--- config.mk ---
export PLATFORM = sky130hd
export DESIGN_NAME = uart_buffered_transmitter
export DESIGN_NICKNAME = d
export VERILOG_FILES = /design/src/rtl/uart_pkg.sv /design/src/rtl/uart_tx_fifo.sv /design/src/rtl/uart_buffered_transmitter.sv
export SDC_FILE = /design/constraint.sdc
export NUM_CORES = 1
export LEC_CHECK = 0
export BUFFER_PORTS_ARGS = -buffer_cell sky130_fd_sc_hd__buf_4
export CAP_MARGIN = 20
export CORE_ASPECT_RATIO = 0.6
export CORE_MARGIN = 1.5
export CORE_UTILIZATION = 60
export DETAILED_ROUTE_END_ITERATION = 6
export HOLD_SLACK_MARGIN = 0.08
export PLACE_DENSITY = 0.78
export SKIP_CTS_REPAIR_TIMING = 1
export SLEW_MARGIN = 20
export SYNTH_ARGS = -nofsm -noshare
export SYNTH_HDL_FRONTEND = slang
export SYNTH_HIERARCHICAL = 1
export SYNTH_SLANG_ARGS = --single-unit
--- constraint.sdc ---
create_clock -name clk -period 3.6 [get_ports clk]
set_clock_uncertainty 0.15 [all_clocks]
set_input_delay 0.54 -clock clk [delete_from_list [all_inputs] [get_ports clk]]
set_output_delay 0.54 -clock clk [all_outputs]
set_load 0.05 [all_outputs]
--- src/rtl/uart_pkg.sv ---
// Shared UART definitions: transmitter FSM states, frame data width, idle line level.
package uart_pkg;

  localparam int   UART_DATA_BITS  = 8;
  localparam logic UART_IDLE_LEVEL = 1'b1;

  typedef enum logic [2:0] {
    IDLE   = 3'd0,
    START  = 3'd1,
    DATA   = 3'd2,
    PARITY = 3'd3,
    STOP   = 3'd4
  } uart_tx_state_e;

endpackage

--- src/rtl/uart_tx_fifo.sv ---
// Single-clock byte FIFO with push/pop, full/empty flags and an occupancy count.
// The head entry is read combinationally so a pop can load its consumer on the same edge.
module uart_tx_fifo
  import uart_pkg::*;
#(
  parameter int DEPTH = 8,
  parameter int WIDTH = UART_DATA_BITS
) (
  input  logic                     clk,
  input  logic                     reset,
  input  logic                     push,
  input  logic [WIDTH-1:0]         push_data,
  input  logic                     pop,
  output logic [WIDTH-1:0]         head_data,
  output logic                     full,
  output logic                     empty,
  output logic [$clog2(DEPTH):0]   count
);

  localparam int AW = $clog2(DEPTH);
  localparam logic [AW:0] FULL_COUNT = DEPTH[AW:0];

  logic [WIDTH-1:0] mem [DEPTH];
  logic [AW-1:0]    wr_ptr_reg, wr_ptr_next;
  logic [AW-1:0]    rd_ptr_reg, rd_ptr_next;
  logic [AW:0]      count_reg, count_next;
  logic             push_ok, pop_ok;

  // Flags come from the registered count, so a pop never frees space for a push on the same edge.
  assign full      = (count_reg == FULL_COUNT);
  assign empty     = (count_reg == '0);
  assign count     = count_reg;
  assign head_data = mem[rd_ptr_reg];
  assign push_ok   = push && !full;
  assign pop_ok    = pop && !empty;

  // Pointer and count update; pointers wrap naturally since DEPTH is a power of two.
  always_comb begin
    wr_ptr_next = wr_ptr_reg;
    rd_ptr_next = rd_ptr_reg;
    count_next  = count_reg;
    if (push_ok) wr_ptr_next = wr_ptr_reg + AW'(1);
    if (pop_ok)  rd_ptr_next = rd_ptr_reg + AW'(1);
    case ({push_ok, pop_ok})
      2'b10:   count_next = count_reg + 1'b1;
      2'b01:   count_next = count_reg - 1'b1;
      default: count_next = count_reg;
    endcase
  end

  // Storage write; contents need no reset because the count gates every read.
  always_ff @(posedge clk) begin
    if (push_ok) mem[wr_ptr_reg] <= push_data;
  end

  // Pointer and count registers.
  always_ff @(posedge clk) begin
    if (reset) begin
      wr_ptr_reg <= '0;
      rd_ptr_reg <= '0;
      count_reg  <= '0;
    end else begin
      wr_ptr_reg <= wr_ptr_next;
      rd_ptr_reg <= rd_ptr_next;
      count_reg  <= count_next;
    end
  end

endmodule

--- src/rtl/uart_buffered_transmitter.sv ---
// FIFO-buffered UART transmitter: bytes pushed over valid/ready are framed and sent LSB first on tx.
// Optional macro UART_TX_PARITY_EN adds an even-parity bit after the data (11-bit frame);
// without it the frame is 8N1 (10 bits). Every bit lasts CLKS_PER_BIT clocks.
module uart_buffered_transmitter
  import uart_pkg::*;
#(
  parameter int CLKS_PER_BIT = 16,
  parameter int FIFO_DEPTH   = 8
) (
  input  logic                          clk,
  input  logic                          reset,
  input  logic [UART_DATA_BITS-1:0]     in_data,
  input  logic                          in_valid,
  output logic                          in_ready,
  output logic                          tx,
  output logic                          busy,
  output logic [$clog2(FIFO_DEPTH):0]   fifo_count
);

  localparam int CW = $clog2(CLKS_PER_BIT);
  localparam logic [CW-1:0] BIT_LAST = CW'(CLKS_PER_BIT - 1);

  uart_tx_state_e              state_reg, state_next;
  logic [CW-1:0]               bit_cnt_reg;
  logic [2:0]                  bit_idx_reg;
  logic [UART_DATA_BITS-1:0]   shift_reg;
  logic                        tx_reg, tx_next;
  logic                        bit_tick;
  logic                        fifo_push, fifo_pop, fifo_full, fifo_empty;
  logic [UART_DATA_BITS-1:0]   fifo_head;
`ifdef UART_TX_PARITY_EN
  logic                        parity_reg;
`endif

  assign in_ready  = !fifo_full;
  assign fifo_push = in_valid && !fifo_full;
  assign tx        = tx_reg;
  assign bit_tick  = (state_reg != IDLE) && (bit_cnt_reg == BIT_LAST);

  uart_tx_fifo #(
    .DEPTH (FIFO_DEPTH),
    .WIDTH (UART_DATA_BITS)
  ) u_fifo (
    .clk       (clk),
    .reset     (reset),
    .push      (fifo_push),
    .push_data (in_data),
    .pop       (fifo_pop),
    .head_data (fifo_head),
    .full      (fifo_full),
    .empty     (fifo_empty),
    .count     (fifo_count)
  );

  // FSM state register.
  always_ff @(posedge clk) begin
    if (reset) state_reg <= IDLE;
    else       state_reg <= state_next;
  end

  // Next-state: each framed state advances on the bit-period terminal count.
  always_comb begin
    state_next = state_reg;
    case (state_reg)
      IDLE:   if (!fifo_empty) state_next = START;
      START:  if (bit_tick) state_next = DATA;
`ifdef UART_TX_PARITY_EN
      DATA:   if (bit_tick && bit_idx_reg == 3'd7) state_next = PARITY;
`else
      DATA:   if (bit_tick && bit_idx_reg == 3'd7) state_next = STOP;
`endif
      PARITY: if (bit_tick) state_next = STOP;
      STOP:   if (bit_tick) state_next = fifo_empty ? IDLE : START;
      default: state_next = IDLE;
    endcase
  end

  // Outputs: pop decision, busy flag, and the line level for the bit about to start.
  always_comb begin
    busy     = (state_reg != IDLE);
    fifo_pop = ((state_reg == IDLE) || (state_reg == STOP && bit_tick)) && !fifo_empty;
    tx_next  = tx_reg;
    if (fifo_pop) begin
      tx_next = 1'b0;
    end else if (bit_tick) begin
      case (state_reg)
        START: tx_next = shift_reg[0];
        DATA: begin
          if (bit_idx_reg != 3'd7) tx_next = shift_reg[1];
`ifdef UART_TX_PARITY_EN
          else                     tx_next = parity_reg ^ shift_reg[0];
`else
          else                     tx_next = UART_IDLE_LEVEL;
`endif
        end
        default: tx_next = UART_IDLE_LEVEL;
      endcase
    end
  end

  // Datapath: line register, bit-period counter, bit index, shift register, parity accumulator.
  always_ff @(posedge clk) begin
    if (reset) begin
      tx_reg      <= UART_IDLE_LEVEL;
      bit_cnt_reg <= '0;
      bit_idx_reg <= '0;
      shift_reg   <= '0;
`ifdef UART_TX_PARITY_EN
      parity_reg  <= 1'b0;
`endif
    end else begin
      tx_reg <= tx_next;
      if (fifo_pop) begin
        bit_cnt_reg <= '0;
        bit_idx_reg <= '0;
        shift_reg   <= fifo_head;
`ifdef UART_TX_PARITY_EN
        parity_reg  <= 1'b0;
`endif
      end else if (state_reg != IDLE) begin
        if (bit_tick) begin
          bit_cnt_reg <= '0;
          if (state_reg == DATA) begin
            // The bit leaving shift_reg[0] was on the line during this data bit.
            shift_reg   <= shift_reg >> 1;
            bit_idx_reg <= bit_idx_reg + 3'd1;
`ifdef UART_TX_PARITY_EN
            parity_reg  <= parity_reg ^ shift_reg[0];
`endif
          end
        end else begin
          bit_cnt_reg <= bit_cnt_reg + 1'b1;
        end
      end
    end
  end

endmodule

======== Word-level counts from Yosys, hierarchy flattened ========
Memory sizes are Yosys's and may differ from the RTL's. A register that Yosys moved wholly into a read port is not among the register bits.
Cells that the tools add are included.
storage, ports and cells
  logic and storage cells ................. 72
  RAM bits ................................ 64
  output and inout port bits .............. 7
  input port bits ......................... 11
  memories kept ........................... 1
  flip-flop bits (word level) ............. 29
cells by class
  mux-type cells .......................... 21
  reduce and logical (&&, ||, !) cells .... 21
  eq/ne operators ......................... 15
  $add $sub $neg .......................... 6
memory list
  memory      depth  bits a word  rd ports  clocked after Yosys merged registers in  wr ports  RTL line            RTL
  u_fifo.mem  8      8            1         1                                        1         uart_tx_fifo.sv:23  logic [WIDTH-1:0] mem [DEPTH];
operators with widths
  kind                                                                   number
  8-bit 2-to-1 mux                                                       4
  3-bit 2-to-1 mux                                                       7
  3-bit case mux with 5 select lines                                     1
  2-bit != test, second input constant                                   5
  3-bit by 1-bit adder with 3-bit output, second input constant          3
  4-bit by 1-bit adder with 4-bit output, second input constant          2
  4-bit equality test, second input constant                             2
  4-bit case mux with 2 select lines                                     1
  2-bit nonzero test                                                     4
  1-bit logical AND                                                      7
  3-bit by 2-bit equality test with 1-bit output, second input constant  2
  3-bit equality test, second input constant                             2
  1-bit 2-to-1 mux                                                       6
  3-bit AND reduction                                                    2
  5-bit AND reduction                                                    1
  4-bit logical NOT                                                      1
  4-bit 2-to-1 mux                                                       1
  4-bit by 1-bit subtractor with 4-bit output, second input constant     1
  3-bit by 1-bit equality test with 1-bit output, second input constant  1
  3-bit logical NOT                                                      1
  3-bit != test, second input constant                                   1
  3-bit nonzero test                                                     1
  2-bit by 1-bit equality test with 1-bit output, second input constant  1
  2-bit equality test, second input constant                             1
  other kinds (4)                                                        5

======== Longest topological paths before layout ========
  word-level depth ........................ 8
  depth in mapped cells ................... 14
  gate-level depth less buffers ........... 13

======== By module ========
Netlist, hierarchy kept.
by module, submodules not included
  module                     cells each  times used  area each (µm²)  sequential area each (µm²)
  uart_tx_fifo               167         1           3150.5           2182.1
  uart_buffered_transmitter  102         1           1049.8           380.4

======== Least setup slack after synthesis ========
OpenSTA, ideal clock, no wires.
  path kind ............................... flip-flop to flip-flop
  start ................................... register u_fifo.count_reg[1], in the netlist u_fifo/count[1]
  end ..................................... register u_fifo.count_reg[2], in the netlist u_fifo/count[2]
  buffers on the path ..................... 2
  data arrival time ....................... 3074 ps
  path slack .............................. 305 ps
  stages on the path, launching flop included .. 15
  period minus slack after synthesis ...... 3295 ps
  library setup time ...................... 71 ps
  data required time ...................... 3379 ps
  cell sequence ........................... dfxtp_1 > buf_6 > nor4_1 > nor3_4 > nand2_4 > inv_6 > buf_12 > o41a_1 > ha_1 > xor2_1 > ha_1 > a21oi_1 > xor2_1 > or3_1 > a21oi_1
on the way
  word-level cells in the longest chain between the ends .. 6
  elaborated cells on any way between the ends .. 14
  those cells by class .................... add/sub (2); eq/ne (3); mux (1); reduce/logical (8)
RTL lines
  item                                                                                          RTL line                         RTL
  from (decl)                                                                                   uart_tx_fifo.sv:26               logic [AW:0] count_reg, count_next;
  from (signal assigned)                                                                        uart_tx_fifo.sv:65               count_reg <= count_next;
  4-bit logical NOT (*)                                                                         uart_tx_fifo.sv:31               assign empty = (count_reg == '0);
  named net fifo_empty                                                                          uart_buffered_transmitter.sv:29  logic fifo_push, fifo_pop, fifo_full, fifo_empty;
  1-bit logical NOT (*)                                                                         uart_buffered_transmitter.sv:81  fifo_pop = ((state_reg == IDLE) || (state_reg == STOP && bit_tick)) && !fifo_empty;
  1-bit logical AND (*)                                                                         uart_buffered_transmitter.sv:81
  named net fifo_pop                                                                            uart_buffered_transmitter.sv:29
  1-bit logical AND (*)                                                                         uart_tx_fifo.sv:35               assign pop_ok = pop && !empty;
  named net u_fifo.pop_ok                                                                       uart_tx_fifo.sv:27               logic push_ok, pop_ok;
  2-bit by 1-bit equality test with 1-bit output / 2-bit equality test (equally long branches)  uart_tx_fifo.sv:44               case ({push_ok, pop_ok})
  4-bit case mux with 2 select lines / 2-bit nonzero test (equally long branches)               n/a
Mark *: on every way through the listed nets, which the timed path passes. The rest lies on a longest branch.
A chain may end at the register's enable or synchronous reset.

======== Worst setup path after layout ========
  start ................................... register u_fifo.count_reg[0], in the netlist u_fifo/count[0]
  end ..................................... register u_fifo.count_reg[2], in the netlist u_fifo/count[2]
on the way
  word-level cells in the longest chain between the ends .. 6
  elaborated cells on any way between the ends .. 14
  those cells by class .................... add/sub (2); eq/ne (3); mux (1); reduce/logical (8)
RTL lines
  item                                                                                          RTL line
  4-bit logical NOT (*)                                                                         uart_tx_fifo.sv:31
  named net fifo_empty                                                                          uart_buffered_transmitter.sv:29
  1-bit logical NOT (*)                                                                         uart_tx_fifo.sv:35, uart_buffered_transmitter.sv:81
  1-bit logical AND                                                                             uart_buffered_transmitter.sv:81
  1-bit logical AND (*)                                                                         uart_tx_fifo.sv:35
  named net u_fifo.pop_ok                                                                       uart_tx_fifo.sv:27
  2-bit by 1-bit equality test with 1-bit output / 2-bit equality test (equally long branches)  uart_tx_fifo.sv:44
  4-bit case mux with 2 select lines / 2-bit nonzero test (equally long branches)               n/a
Marks and branches as above.

==> flow_metrics.tcl <==
set metrics [dict create \
    status "finished, final reports clean" \
    fin_nets 312 \
    utilization_pct 69.5 \
    ant_nets 0 \
    grt_pass1_vias 2152 \
    r2r-end "u_fifo/count[2]" \
    cp-end-kind "flop" \
    die_h_um 67.8 \
    power.total_mw 3.61 \
    timing.fmax_ghz 0.326 \
    io_pins 18 \
    powerDensity_mw_per_mm2 771 \
    routedWlPerCell_um 18.5 \
    grtUsageTotal_pct 20.9 \
    ff2ff_path_depth 13 \
    worstSetupStartpointType "flop" \
    root_buffer "clkbuf_16" \
    numCtsBuffers 9 \
    grt_max_degree 33 \
    route.detailed.drc 0 \
    synth_edf_count 64 \
    synthCells 269 \
    globalplace.congestion 0.739 \
    crit_type "reg2reg" \
    vias 2331 \
    diodes 0 \
    cp_data_required_time_ns 3.72 \
    dr.first_iter.drc_count 129 \
    synth_area_mm2 0.00420 \
    r2r-start "u_fifo/count[0]" \
    min_path_type "in2reg" \
    synth-warning-count 6 \
    p_leak_nw 1.61 \
    place_ws_ns 0.561 \
    fin_crit_ns 3.07 \
    r2r_slack_ns 0.53 \
    rows 23 \
    grt_first_pass_wirelength_um 11400 \
    maxCapViolations 0 \
    ctsLongestPathBuffers 2 \
    async_flop_share_pct 0 \
    cts_tree "yes" \
    clk_pin_slew_ns 0.06 \
    overflow 0 \
    insertion_delay_ns 0.34 \
    start_util_pct 62.4 \
    die_x_um 111 \
    syn_nets 288 \
    synth_flop_cell "edfxtp_1" \
    worstPathMaxFanout 17 \
    synth_cell_type_count 53 \
    setup_ws_ns 0.532 \
    antenna_found_initial 0 \
    die-area_mm2 0.00753 \
    htree_levels 3 \
    design.core.area_mm2 0.00673 \
    holdWs_ns 0.280 \
    vias_per_cell 6.05 \
    synth-seq-cells 96 \
    finalSetupViolations 0 \
    stdcell_count 385 \
    max_slew_margin_pct 51.4 \
    dpl-instance-area_mm2 0.00439 \
    cts_num_sinks 96 \
    fin_crit_sh_pct 85.2 \
    cp.arrival_ns 3.19 \
    dr.pass1.iters 4 \
    largest_reg_flops 64 \
    drv_slew 0 \
    place_inst 369 \
    dp_hpwl_um 4770 \
    worstMarginPinSlew_ns 0.728 \
    area_delta_synth_final_pct 11.5 \
    rsz0062_at_grt "false" \
    critPathLaunch "u_fifo/count[0]" \
    totalWireLength_um 7120 \
    irDropWorstVdd_mv 0.491 \
    synth.yosys.seq_area_share_pct 61.0 \
    fin_area_mm2 0.00468 \
    setup_tns_ns 0 \
    hold_viol 0 \
    port_buffers 17 \
    avgSynthCellArea_um2 15.6 \
    drive_gt1_share_pct 27.2 \
    timing.critical_path.to "u_fifo/count[2]" \
]
## per-layer routing
layer	part of all wire, %	GRT usage (%)
met3	7.4	7.88
met5	0	0
met4	0.79	3.80
met2	44	30.5
met1	48	30.5
## cell type report
class	count	area, um2
timing repair buffer	28	210
inverter	4	20.0
clock inverter	7	62.6
fill	477	2050
multi-input combinational	154	1490
clock buffer	9	225
sequential	96	2560
tap	87	109
## cells in the final DEF (no fill, tap or decap), types with 2 or more instances in the layout
| master | netlist | routed |
|---|---|---|
| a21oi_1 | 6 | 6 |
| a221oi_2 | 7 | 7 |
| a31oi_1 | 2 | 2 |
| buf_4 | 1 | 28 |
| clkbuf_16 | 0 | 9 |
| clkinv_1 | 0 | 2 |
| clkinv_2 | 0 | 2 |
| clkinvlp_4 | 0 | 2 |
| dfxtp_1 | 32 | 32 |
| edfxtp_1 | 64 | 64 |
| ha_1 | 8 | 8 |
| inv_1 | 3 | 3 |
| mux2_2 | 9 | 9 |
| mux2i_1 | 12 | 12 |
| mux4_1 | 8 | 8 |
| mux4_2 | 8 | 8 |
| nand2_1 | 3 | 3 |
| nand2_4 | 3 | 3 |
| nand2b_1 | 4 | 4 |
| nand3_1 | 4 | 4 |
| nand3b_1 | 2 | 2 |
| nor2_1 | 23 | 23 |
| nor2b_1 | 2 | 2 |
| nor3_1 | 14 | 14 |
| nor3b_1 | 3 | 3 |
| o21ai_0 | 3 | 3 |
| or3_1 | 2 | 2 |
| xnor2_1 | 2 | 2 |
| xor2_1 | 6 | 6 |
## cell families (layout without fill, tap and decap cells)
kind of cell / count (synthesis) / in the layout / synth area share (%)
xor gates and xnor gates: 9 / 9 / 2.06
DFF: 96 / 96 / 61.0
AOI/OAI and AO/OA: 27 / 27 / 5.75
buffers and inverters: 19 / 48 / 3.60
adders and majority gates: 8 / 8 / 2.38
and+or+nand+nor: 73 / 73 / 10.6
muxes: 37 / 37 / 14.6
## how the worst min path moves through the flow
stage	startpoint	end	slack, ns	cells after the start
after CTS	in_data[4]	u_fifo/mem[0][4]	0.27	1
after global placement	shift_reg[7]	shift_reg[7]	0.33	2
after global routing	in_data[4]	u_fifo/mem[0][4]	0.28	1
final	in_data[4]	u_fifo/mem[0][4]	0.28	1
after floorplan	shift_reg[7]	shift_reg[7]	0.30	2
after detailed placement	shift_reg[7]	shift_reg[7]	0.34	2
## synth_stat cells (2+ instances only)
master	instances	area share, %
a21oi_1	6	0.71
mux2i_1	12	2.9
or3_1	2	0.30
nand2_4	3	0.80
xnor2_1	2	0.42
dfxtp_1	32	15
mux2_2	9	2.4
clkbuf_1	3	0.27
nor3_1	14	1.7
nand3_1	4	0.48
mux4_2	8	4.3
a31oi_1	2	0.30
mux4_1	8	5.0
a221oi_2	7	2.5
buf_2	2	0.24
o21ai_0	3	0.36
nor3b_1	3	0.54
nor4_1	2	0.30
nand2b_1	4	0.60
edfxtp_1	64	46
nand3b_1	2	0.36
inv_1	3	0.27
buf_6	7	1.9
nand2_1	3	0.27
nor2b_1	2	0.30
ha_1	8	2.4
xor2_1	6	1.3
nor2_1	23	2.1
## worst max-delay path, cell delays in order (launching register included)
cell	delay [ns]
dfxtp_1	0.50
nor4_1	0.10
buf_4	0.16
nor3_4	0.14
nand2_4	0.15
inv_6	0.18
o41a_1	0.31
ha_1	0.32
xor2_1	0.18
ha_1	0.17
a21oi_1	0.05
xor2_1	0.16
or3_1	0.31
a21oi_1	0.13
## where the power goes
| group | internal, mW | total [mW] | switching (mW) | leakage (nW) |
|---|---|---|---|---|
| Clock | 0.530 | 0.910 | 0.380 | 0.136 |
| Sequential | 1.34 | 1.48 | 0.134 | 0.842 |
| Combinational | 0.510 | 1.22 | 0.714 | 0.634 |
| Total | 2.38 | 3.61 | 1.23 | 1.61 |
Note: power is estimated with default switching activity, not from simulation.
